==> src/rtl/rom_access_arbiter.sv <==
// Shares the single-port program ROM between the IF and LD requesters, one access at a time.
// Define ARB_ROUND_ROBIN_EN for round-robin tie-breaking; otherwise IF has fixed priority over LD.
module rom_access_arbiter #(
    parameter int unsigned ADDR_WIDTH = 32,
    parameter int unsigned DATA_WIDTH = 32,
    parameter int unsigned ROM_WORDS  = 2048
) (
    input  logic                  clk,
    input  logic                  reset_n,
    input  logic                  if_req_i,
    input  logic [ADDR_WIDTH-1:0] if_addr_i,
    output logic                  if_gnt_o,
    output logic                  if_rvalid_o,
    output logic                  if_err_o,
    output logic [DATA_WIDTH-1:0] if_rdata_o,
    input  logic                  ld_req_i,
    input  logic [ADDR_WIDTH-1:0] ld_addr_i,
    output logic                  ld_gnt_o,
    output logic                  ld_rvalid_o,
    output logic                  ld_err_o,
    output logic [DATA_WIDTH-1:0] ld_rdata_o,
    output logic                  rom_en_n_o,
    output logic [ADDR_WIDTH-1:0] rom_addr_o,
    input  logic [DATA_WIDTH-1:0] rom_data_i
);

    localparam int unsigned RANGE_LSB = $clog2(ROM_WORDS) + 2;

    localparam logic [1:0] S_IDLE    = 2'd0;
    localparam logic [1:0] S_ISSUE   = 2'd1;
    localparam logic [1:0] S_CAPTURE = 2'd2;

    logic [1:0]            r_state;
    logic                  r_owner_ld;
    logic                  r_err;
    logic                  r_rom_en_n;
    logic [ADDR_WIDTH-1:0] r_rom_addr;
    logic                  r_if_gnt;
    logic                  r_if_rvalid;
    logic                  r_if_err;
    logic [DATA_WIDTH-1:0] r_if_rdata;
    logic                  r_ld_gnt;
    logic                  r_ld_rvalid;
    logic                  r_ld_err;
    logic [DATA_WIDTH-1:0] r_ld_rdata;

    logic [1:0]            w_state_nxt;
    logic                  w_owner_ld_nxt;
    logic                  w_err_nxt;
    logic                  w_rom_en_n_nxt;
    logic [ADDR_WIDTH-1:0] w_rom_addr_nxt;
    logic                  w_if_gnt_nxt;
    logic                  w_if_rvalid_nxt;
    logic                  w_if_err_nxt;
    logic [DATA_WIDTH-1:0] w_if_rdata_nxt;
    logic                  w_ld_gnt_nxt;
    logic                  w_ld_rvalid_nxt;
    logic                  w_ld_err_nxt;
    logic [DATA_WIDTH-1:0] w_ld_rdata_nxt;

    logic                  w_any_req;
    logic                  w_win_ld;
    logic [ADDR_WIDTH-1:0] w_win_addr;
    logic                  w_oor;
    logic [DATA_WIDTH-1:0] w_resp_data;

    assign w_any_req = if_req_i | ld_req_i;

`ifdef ARB_ROUND_ROBIN_EN
    // r_rr_ld remembers whether LD won the last grant; on a tie the other side wins
    logic r_rr_ld;

    assign w_win_ld = ld_req_i & (~if_req_i | ~r_rr_ld);

    always_ff @(posedge clk or negedge reset_n) begin
        if (!reset_n) begin
            r_rr_ld <= 1'b1;
        end else if (r_state == S_IDLE && w_any_req) begin
            r_rr_ld <= w_win_ld;
        end
    end
`else
    assign w_win_ld = ld_req_i & ~if_req_i;
`endif

    assign w_win_addr  = w_win_ld ? ld_addr_i : if_addr_i;
    assign w_oor       = |w_win_addr[ADDR_WIDTH-1:RANGE_LSB];
    assign w_resp_data = r_err ? '0 : rom_data_i;

    // Next-state and next-output logic
    always_comb begin
        w_state_nxt     = r_state;
        w_owner_ld_nxt  = r_owner_ld;
        w_err_nxt       = r_err;
        w_rom_en_n_nxt  = 1'b1;
        w_rom_addr_nxt  = r_rom_addr;
        w_if_gnt_nxt    = 1'b0;
        w_if_rvalid_nxt = 1'b0;
        w_if_err_nxt    = r_if_err;
        w_if_rdata_nxt  = r_if_rdata;
        w_ld_gnt_nxt    = 1'b0;
        w_ld_rvalid_nxt = 1'b0;
        w_ld_err_nxt    = r_ld_err;
        w_ld_rdata_nxt  = r_ld_rdata;

        case (r_state)
            S_IDLE: begin
                if (w_any_req) begin
                    w_owner_ld_nxt = w_win_ld;
                    w_err_nxt      = w_oor;
                    w_if_gnt_nxt   = ~w_win_ld;
                    w_ld_gnt_nxt   = w_win_ld;
                    if (!w_oor) begin
                        w_rom_en_n_nxt = 1'b0;
                        w_rom_addr_nxt = w_win_addr;
                    end
                    w_state_nxt = S_ISSUE;
                end
            end
            S_ISSUE: begin
                w_state_nxt = S_CAPTURE;
            end
            S_CAPTURE: begin
                if (r_owner_ld) begin
                    w_ld_rvalid_nxt = 1'b1;
                    w_ld_err_nxt    = r_err;
                    w_ld_rdata_nxt  = w_resp_data;
                end else begin
                    w_if_rvalid_nxt = 1'b1;
                    w_if_err_nxt    = r_err;
                    w_if_rdata_nxt  = w_resp_data;
                end
                w_state_nxt = S_IDLE;
            end
            default: begin
                w_state_nxt = S_IDLE;
            end
        endcase
    end

    // State and output registers
    always_ff @(posedge clk or negedge reset_n) begin
        if (!reset_n) begin
            r_state     <= S_IDLE;
            r_owner_ld  <= 1'b0;
            r_err       <= 1'b0;
            r_rom_en_n  <= 1'b1;
            r_rom_addr  <= '0;
            r_if_gnt    <= 1'b0;
            r_if_rvalid <= 1'b0;
            r_if_err    <= 1'b0;
            r_if_rdata  <= '0;
            r_ld_gnt    <= 1'b0;
            r_ld_rvalid <= 1'b0;
            r_ld_err    <= 1'b0;
            r_ld_rdata  <= '0;
        end else begin
            r_state     <= w_state_nxt;
            r_owner_ld  <= w_owner_ld_nxt;
            r_err       <= w_err_nxt;
            r_rom_en_n  <= w_rom_en_n_nxt;
            r_rom_addr  <= w_rom_addr_nxt;
            r_if_gnt    <= w_if_gnt_nxt;
            r_if_rvalid <= w_if_rvalid_nxt;
            r_if_err    <= w_if_err_nxt;
            r_if_rdata  <= w_if_rdata_nxt;
            r_ld_gnt    <= w_ld_gnt_nxt;
            r_ld_rvalid <= w_ld_rvalid_nxt;
            r_ld_err    <= w_ld_err_nxt;
            r_ld_rdata  <= w_ld_rdata_nxt;
        end
    end

    assign if_gnt_o    = r_if_gnt;
    assign if_rvalid_o = r_if_rvalid;
    assign if_err_o    = r_if_err;
    assign if_rdata_o  = r_if_rdata;
    assign ld_gnt_o    = r_ld_gnt;
    assign ld_rvalid_o = r_ld_rvalid;
    assign ld_err_o    = r_ld_err;
    assign ld_rdata_o  = r_ld_rdata;
    assign rom_en_n_o  = r_rom_en_n;
    assign rom_addr_o  = r_rom_addr;

endmodule
==> config.mk <==
export PLATFORM = sky130hd
export DESIGN_NAME = rom_access_arbiter
export DESIGN_NICKNAME = d
export VERILOG_FILES = /design/src/rtl/rom_access_arbiter.sv
export SDC_FILE = /design/constraint.sdc
export NUM_CORES = 1
export LEC_CHECK = 0
export CAP_MARGIN = 30
export CORE_MARGIN = 2
export CORE_UTILIZATION = 37
export DETAILED_ROUTE_END_ITERATION = 8
export PLACE_DENSITY = 0.79
export SKIP_CTS_REPAIR_TIMING = 1
export SYNTH_ARGS = -nofsm -noshare
export SYNTH_HDL_FRONTEND = slang
export SYNTH_SLANG_ARGS = --single-unit
==> constraint.sdc <==
create_clock -name clk -period 1.5 [get_ports clk]
set_input_delay 0.3 -clock clk [delete_from_list [all_inputs] [get_ports clk]]
set_output_delay 0.3 -clock clk [all_outputs]
set_load 0.02 [all_outputs]
==> impl_table.tex, run 1 <==
\begin{tabular}{lr}
\hline
Metric & Value \\
\hline
\multicolumn{2}{l}{\textbf{Status}} \\
\quad Violations in the final reports & setup timing \\
\quad Outcome & finished with violations \\
\multicolumn{2}{l}{\textbf{STA}} \\
\quad Number of failing setup endpoints in the final timing report & 32 \\
\quad Transition time of the tightest slew-check pin & 354 ps \\
\quad Period minus WS final & 1580 ps \\
\quad Final WS setup & -75.8 ps \\
\quad Max\_slew headroom & 0.763 \\
\quad Final Hold Fails & 0 \\
\quad Clock Skew & 8.22 ps \\
\quad Period utilisation layout & 1.05 \\
\quad Fmax achieved & 635 MHz \\
\quad Final Max Slew Viols & 0 \\
\quad RSZ-0062 raised after global routing & true \\
\multicolumn{2}{l}{\textbf{Die}} \\
\quad Site row count & 39 \\
\quad Die Ht & 111 um \\
\quad Die Outline Area & 12300 um\^{}2 \\
\quad DIE WIDTH & 111 um \\
\quad Total I/O pin count & 203 \\
\quad Initial Util & 0.375 \\
\quad Area of the core & 11300 um\^{}2 \\
\multicolumn{2}{l}{\textbf{Clock network}} \\
\quad Clock network latency to the later pin of the worst-skew pair & 340 ps \\
\quad Number of buffers on the longest clock path & 2 \\
\quad Buffer type at the clock tree root & sky130\_fd\_sc\_hd\_\_clkbuf\_16 \\
\quad CTS tree & done \\
\quad Number of H-tree levels & 3 \\
\quad Sink count of the clock tree & 107 \\
\quad Number of CTS-inserted buffers & 9 \\
\quad CTS clk-pin slew, worst paths & 70 ps \\
\multicolumn{2}{l}{\textbf{Cells and area}} \\
\quad Seq. cell area & 2680 um\^{}2 \\
\quad Number of fillers in the final layout & 829 \\
\quad Area taken by multi-input logic gates & 1590 um\^{}2 \\
\quad Area added between synthesis and finish & 75.1\% \\
\quad Final layout net count & 711 \\
\quad Most common library cell in the layout ignoring fill and taps & sky130\_fd\_sc\_hd\_\_dlymetal6s2s\_1 \\
\quad Cell area after layout & 7390 um\^{}2 \\
\quad Commonest non-fill, non-tap cells in the layout & sky130\_fd\_sc\_hd\_\_dlymetal6s2s\_1 (124), sky130\_fd\_sc\_hd\_\_nand2\_1 (110), sky130\_fd\_sc\_hd\_\_dfrtp\_1 (106) \\
\quad Proportion of layout cells with a drive suffix above 1 & 0.164 \\
\quad Ant. Diodes & 0 \\
\multicolumn{2}{l}{\textbf{Routing}} \\
\quad Vias per cell & 4.83 \\
\quad Number of vias in the routed layout & 3664 \\
\quad Aggregate routed wire length & 12.1 mm \\
\quad Number of nets still failing antenna checks after routing & 0 \\
\quad Number of DRC markers after the initial detailed-route iteration & 219 \\
\quad Met2 routed WL & 6.18 mm \\
\quad Post-detailed-route wirelength per cell & 15.9 um \\
\quad Max layer used & met4 \\
\quad Met3 routed WL & 744 um \\
\quad Initial DRT Pass Iterations & 4 \\
\quad Residual DRC count & 0 \\
\quad Met1 layer wirelength in the final routing & 4.90 mm \\
\multicolumn{2}{l}{\textbf{Pwr}} \\
\quad Power Dens Cells & 1180 nW/um\^{}2 \\
\quad Worst voltage drop across the vdd grid & 779 uV \\
\quad Leakage & 5.18 nW \\
\quad Total power consumption of the routed design & 0.00869 W \\
\multicolumn{2}{l}{\textbf{Logic synthesis}} \\
\quad Distinct cell type count after synthesis & 26 \\
\quad Number of enable flip-flop cells after synthesis & 0 \\
\quad Synthesis warning total & 0 \\
\quad Most instantiated flip-flop cell in the synthesis netlist & sky130\_fd\_sc\_hd\_\_dfrtp\_1 \\
\quad Fraction of registers with async set/reset & 1.00 \\
\quad Synthesized flop and latch total & 107 \\
\quad Sequential share of the synthesized area & 0.634 \\
\quad Post-synthesis instance area & 4220 um\^{}2 \\
\quad Syn avg cell area & 10.6 um\^{}2 \\
\quad Post-Synthesis Net Count & 497 \\
\quad Post-Synthesis Cells & 397 \\
\multicolumn{2}{l}{\textbf{Setup path}} \\
\quad Standard cell with the maximum stage delay on the critical path & sky130\_fd\_sc\_hd\_\_mux2\_4 \\
\quad Series of cell instances along the critical path & clkbuf\_2, nor4\_1, nand4\_1, mux2i\_2, nand4\_4, clkbuf\_16, mux2\_4 \\
\quad Critical Path Start Type & input pin \\
\quad Signal arrival time at the worst endpoint & 1790 ps \\
\quad Required @ worst endpoint & 1720 ps \\
\quad WS Path Type & in -> reg \\
\quad Category of the worst setup path capture point & flop \\
\quad Slowest cell delay on critical path & 290 ps \\
\quad Maximum net fanout on the critical path & 8 \\
\multicolumn{2}{l}{\textbf{GRT}} \\
\quad Wire length of the first global-routing pass & 18.0 mm \\
\quad Antenna violations before repair & 0 \\
\quad Vias in the first global route & 3733 \\
\quad Largest net degree at the start of global routing & 59 \\
\quad Congestion Overflow GR & 0 \\
\quad Overall global routing resource usage & 0.182 \\
\multicolumn{2}{l}{\textbf{Flow run}} \\
\quad Maximum capacitance violations & 0 \\
\multicolumn{2}{l}{\textbf{Min path}} \\
\quad Hold WC Path Type & in -> reg \\
\multicolumn{2}{l}{\textbf{Place}} \\
\quad DP Area & 6540 um\^{}2 \\
\quad Number of port buffers & 202 \\
\quad Half-perimeter wire length after detailed placement & 8.32 mm \\
\quad Gp weighted congestion & 0.786 \\
\hline
\end{tabular}
-- cells in the mapped netlist, drive strengths merged, types with 2 or more instances --
| cell type | instances | area [um^2] |
|---|---|---|
| nand2 | 110 | 413 |
| dfrtp | 106 | 2650 |
| o21ai | 64 | 320 |
| nand2b | 34 | 220 |
| clkbuf | 21 | 78.8 |
| and2 | 19 | 119 |
| mux2 | 13 | 180 |
| nor4 | 6 | 37.5 |
| inv | 3 | 11.3 |
| nand4 | 3 | 33.8 |
| nor3 | 3 | 15.0 |
| buf | 2 | 22.5 |
| nor2b | 2 | 12.5 |
| o21a | 2 | 15.0 |
-- layer usage --
metal  GRT usage  vias up
met5           0        -
met4      0.0708        0
met3      0.0465       24
met2       0.311      150
met1       0.221     1768
li1            -     1722
-- final timing paths --
kind                                  endpoint          start  slack [ps]  cells after the start
max in group asynchronous           rom_en_n_o        reset_n         700                      3
min in group asynchronous       ld_rdata_o[12]        reset_n         520                      3
worst min register to register        ld_err_o       ld_err_o         470                      2
worst max-delay path             rom_addr_o[4]  if_addr_i[24]         -80                      7
worst min-delay path                r_state[0]       ld_req_i         280                      2
worst max register to register   rom_addr_o[4]     r_state[0]          40                      4
-- registers in the layout, summed over array words and instances (netlist names) --
register     flops
if_err_o         1
ld_rdata_o      32
r_err            1
rom_en_n_o       1
if_rvalid_o      1
r_state          2
ld_gnt_o         1
r_owner_ld       1
if_rdata_o      32
ld_err_o         1
ld_rvalid_o      1
rom_addr_o      32
if_gnt_o         1
-- power breakdown --
group	total [W]	switching, W	internal, W	leakage [nW]
logic	0.00262	0.00142	0.00120	3.57
registers	0.00355	0.000226	0.00333	1.46
clock network	0.00252	0.00101	0.00151	0.156
-- through the flow --
stage	utilization	setup TNS (ps)	worst slack [ps]	hold slack (ps)	std cells
6_report	0.656	-1320	-75.8	277	758
5_1_grt	0.656	-4940	-188	266	758
4_1_cts	0.609	-21880	-320	-39.9	752
3_5_place_dp	0.580	-22420	-690	326	737
3_3_place_gp	0.580	-22200	-672	318	737
2_1_floorplan	-	-3830	-220	4.41	397
-- area by class of cell --
type / instances / share of cell area
clock inverters: 5 / 0.0115
repair buffers: 226 / 0.354
well taps: 143 / 0.0242
clock buffers: 10 / 0.0323
flip-flops and latches: 107 / 0.362
inverters: 3 / 0.00152
multi-input cells: 264 / 0.214
-- logic make-up (layout without fill, tap and decap cells) --
kind of cell | count (synthesis) | count (layout) | synth area share
flops | 107 | 107 | 0.634
buf+inv | 26 | 244 | 0.0267
compound gates | 69 | 69 | 0.0862
simple gates | 181 | 181 | 0.208
mux | 14 | 14 | 0.0450
-- critical path, delay by kind of cell --
family	cells	cell delay (ps)
muxes	2	530
and+or+nand+nor	3	640
buffers and inverters	2	310
(Power assumes the default switching activity.)
==> run 2: changes to the inputs <==
- CTS_CLUSTER_SIZE: not set -> 28
- SLEW_MARGIN: not set -> 15
- clock period: 1.5 -> 1.3 ns (I/O delays scaled with it)
==> run 2 against run 1 <==
The flow still finishes with violations (setup timing). Largest cell class is now non-clock buffers. Register-to-register slack got worse by 300 ps. Hold slack gained 78 ps. Sequential power is 22% higher. Critical endpoint is now rom_addr_o[10].
==> impl_table.tex, run 2 (synthesis gave the netlist of run 1 again) <==
\begin{tabular}{lr}
\hline
Metric & Value \\
\hline
\multicolumn{2}{l}{\textbf{Clock network}} \\
\quad Clock network latency to the later pin of the worst-skew pair & 340 ps \\
\quad Buffer type at the clock tree root & sky130\_fd\_sc\_hd\_\_clkbuf\_16 \\
\quad CTS clk-pin slew, worst paths & 80 ps \\
\quad Number of H-tree levels & 3 \\
\quad CTS tree & done \\
\quad Sink count of the clock tree & 107 \\
\quad Number of CTS-inserted buffers & 9 \\
\quad Number of buffers on the longest clock path & 2 \\
\multicolumn{2}{l}{\textbf{GRT}} \\
\quad Antenna violations before repair & 0 \\
\quad Wire length of the first global-routing pass & 18.8 mm \\
\quad Overall global routing resource usage & 0.189 \\
\quad Largest net degree at the start of global routing & 63 \\
\quad Vias in the first global route & 3705 \\
\quad Congestion Overflow GR & 0 \\
\multicolumn{2}{l}{\textbf{Cells and area}} \\
\quad Area added between synthesis and finish & 100\% \\
\quad Most common library cell in the layout ignoring fill and taps & sky130\_fd\_sc\_hd\_\_dlymetal6s2s\_1 \\
\quad Cell area after layout & 8450 um\^{}2 \\
\quad Proportion of layout cells with a drive suffix above 1 & 0.375 \\
\quad Ant. Diodes & 0 \\
\quad Commonest non-fill, non-tap cells in the layout & sky130\_fd\_sc\_hd\_\_dlymetal6s2s\_1 (128), sky130\_fd\_sc\_hd\_\_dfrtp\_1 (105), sky130\_fd\_sc\_hd\_\_clkdlybuf4s50\_1 (63) \\
\quad Post-route core utilization & 0.749 \\
\quad Final layout net count & 746 \\
\multicolumn{2}{l}{\textbf{STA}} \\
\quad Clock Skew & 14.2 ps \\
\quad Final WS setup & -374 ps \\
\quad Number of failing setup endpoints in the final timing report & 101 \\
\quad Period minus WS final & 1670 ps \\
\quad Max\_slew headroom & 0.707 \\
\quad Transition time of the tightest slew-check pin & 439 ps \\
\quad Final-layout worst hold slack & 355 ps \\
\quad RSZ-0062 raised after global routing & true \\
\quad Final Max Slew Viols & 0 \\
\quad Fmax achieved & 597 MHz \\
\quad Period utilisation layout & 1.29 \\
\quad Final Hold Fails & 0 \\
\multicolumn{2}{l}{\textbf{Setup path}} \\
\quad WS Path Type & in -> reg \\
\quad Signal arrival time at the worst endpoint & 1900 ps \\
\quad Required @ worst endpoint & 1520 ps \\
\quad Critical Path Start Type & input pin \\
\quad Category of the worst setup path capture point & flop \\
\quad Maximum net fanout on the critical path & 5 \\
\multicolumn{2}{l}{\textbf{Die}} \\
\quad Die Ht & 111 um \\
\quad Die Outline Area & 12300 um\^{}2 \\
\quad Area of the core & 11300 um\^{}2 \\
\quad Total I/O pin count & 203 \\
\quad Initial Util & 0.375 \\
\quad DIE WIDTH & 111 um \\
\quad Site row count & 39 \\
\multicolumn{2}{l}{\textbf{Place}} \\
\quad DP Area & 6580 um\^{}2 \\
\quad Setup slack after placement & -986 ps \\
\quad Half-perimeter wire length after detailed placement & 8.73 mm \\
\quad Number of port buffers & 202 \\
\quad Gp weighted congestion & 0.862 \\
\multicolumn{2}{l}{\textbf{Routing}} \\
\quad Initial DRT Pass Iterations & 4 \\
\quad Post-detailed-route wirelength per cell & 19.6 um \\
\quad Aggregate routed wire length & 15.6 mm \\
\quad Number of vias in the routed layout & 3942 \\
\quad Vias per cell & 4.96 \\
\quad Residual DRC count & 0 \\
\quad Number of nets still failing antenna checks after routing & 0 \\
\quad Number of DRC markers after the initial detailed-route iteration & 221 \\
\multicolumn{2}{l}{\textbf{Pwr}} \\
\quad Power Dens Cells & 1430 nW/um\^{}2 \\
\quad Leakage & 5.62 nW \\
\quad Worst voltage drop across the vdd grid & 856 uV \\
\multicolumn{2}{l}{\textbf{Min path}} \\
\quad Hold WC Path Type & in -> reg \\
\multicolumn{2}{l}{\textbf{Status}} \\
\quad Outcome & finished with violations \\
\quad Violations in the final reports & setup timing \\
\multicolumn{2}{l}{\textbf{Flow run}} \\
\quad Maximum capacitance violations & 0 \\
\hline
\end{tabular}
-- run 2: changes by cell type in the layout (fill, tap and decap cells not counted), sizes merged --
cell and change:
buf +27, bufinv -1, clkbuf +1, clkdlybuf4s50 +2, clkinv +5, clkinvlp -1
dlymetal6s2s +4, inv -2, or3b +1
-- run 2: final timing paths --
path	endpoint	depth (start not counted)	start	slack, ps
min reg2reg	if_err_o	2	if_err_o	480
max	rom_addr_o[10]	7	ld_addr_i[24]	-370
max reg2reg	if_rdata_o[2]	5	r_state[0]	-260
min in group asynchronous	if_rdata_o[16]	2	reset_n	400
min	r_state[0]	2	ld_req_i	350
max in group asynchronous	if_rdata_o[30]	3	reset_n	340
-- run 2: critical path: stages --
cell                             delay [ps]
sky130_fd_sc_hd__dlymetal6s2s_1         140
sky130_fd_sc_hd__nor4_2                 350
sky130_fd_sc_hd__nand4_1                200
sky130_fd_sc_hd__mux2i_4                210
sky130_fd_sc_hd__nand4_4                210
sky130_fd_sc_hd__clkbuf_16              230
sky130_fd_sc_hd__mux2_4                 290
-- run 2: layer usage --
| metal | up-vias | wire (um) | GRT usage | part of all wire |
|---|---|---|---|---|
| met5 | - | 0 | 0 | 0 |
| met3 | 17 | 1020 | 0.0536 | 0.065 |
| met1 | 1934 | 5950 | 0.233 | 0.38 |
| met4 | 0 | 235 | 0.0558 | 0.015 |
| li1 | 1807 | - | - | - |
| met2 | 184 | 8370 | 0.326 | 0.54 |
-- run 2: area by class of cell --
type / count / area, um^2
timing repair buffer: 260 / 3160
clock buffer: 10 / 239
tap: 143 / 179
fill: 694 / 2820
inverter: 3 / 21.3
clock inverter: 6 / 70.1
sequential: 107 / 2680
multi-input combinational: 265 / 2100
-- run 2: where the power goes --
part	switching [W]	internal (W)	total [W]	leakage, nW
clock network	0.00125	0.00157	0.00281	0.153
registers	0.000479	0.00384	0.00432	1.46
logic	0.00245	0.00248	0.00493	4.01
-- run 2: per-stage QoR --
step / TNS (ps) / cells / total power [W]
after CTS: -46290 / 761 / 0.0101
final: -20250 / 794 / 0.0121
after global placement: -27780 / 745 / 0.00724
after floorplan: -9590 / 397 / 0.00561
after global routing: -23600 / 794 / 0.0126
after detailed placement: -30940 / 745 / 0.00733
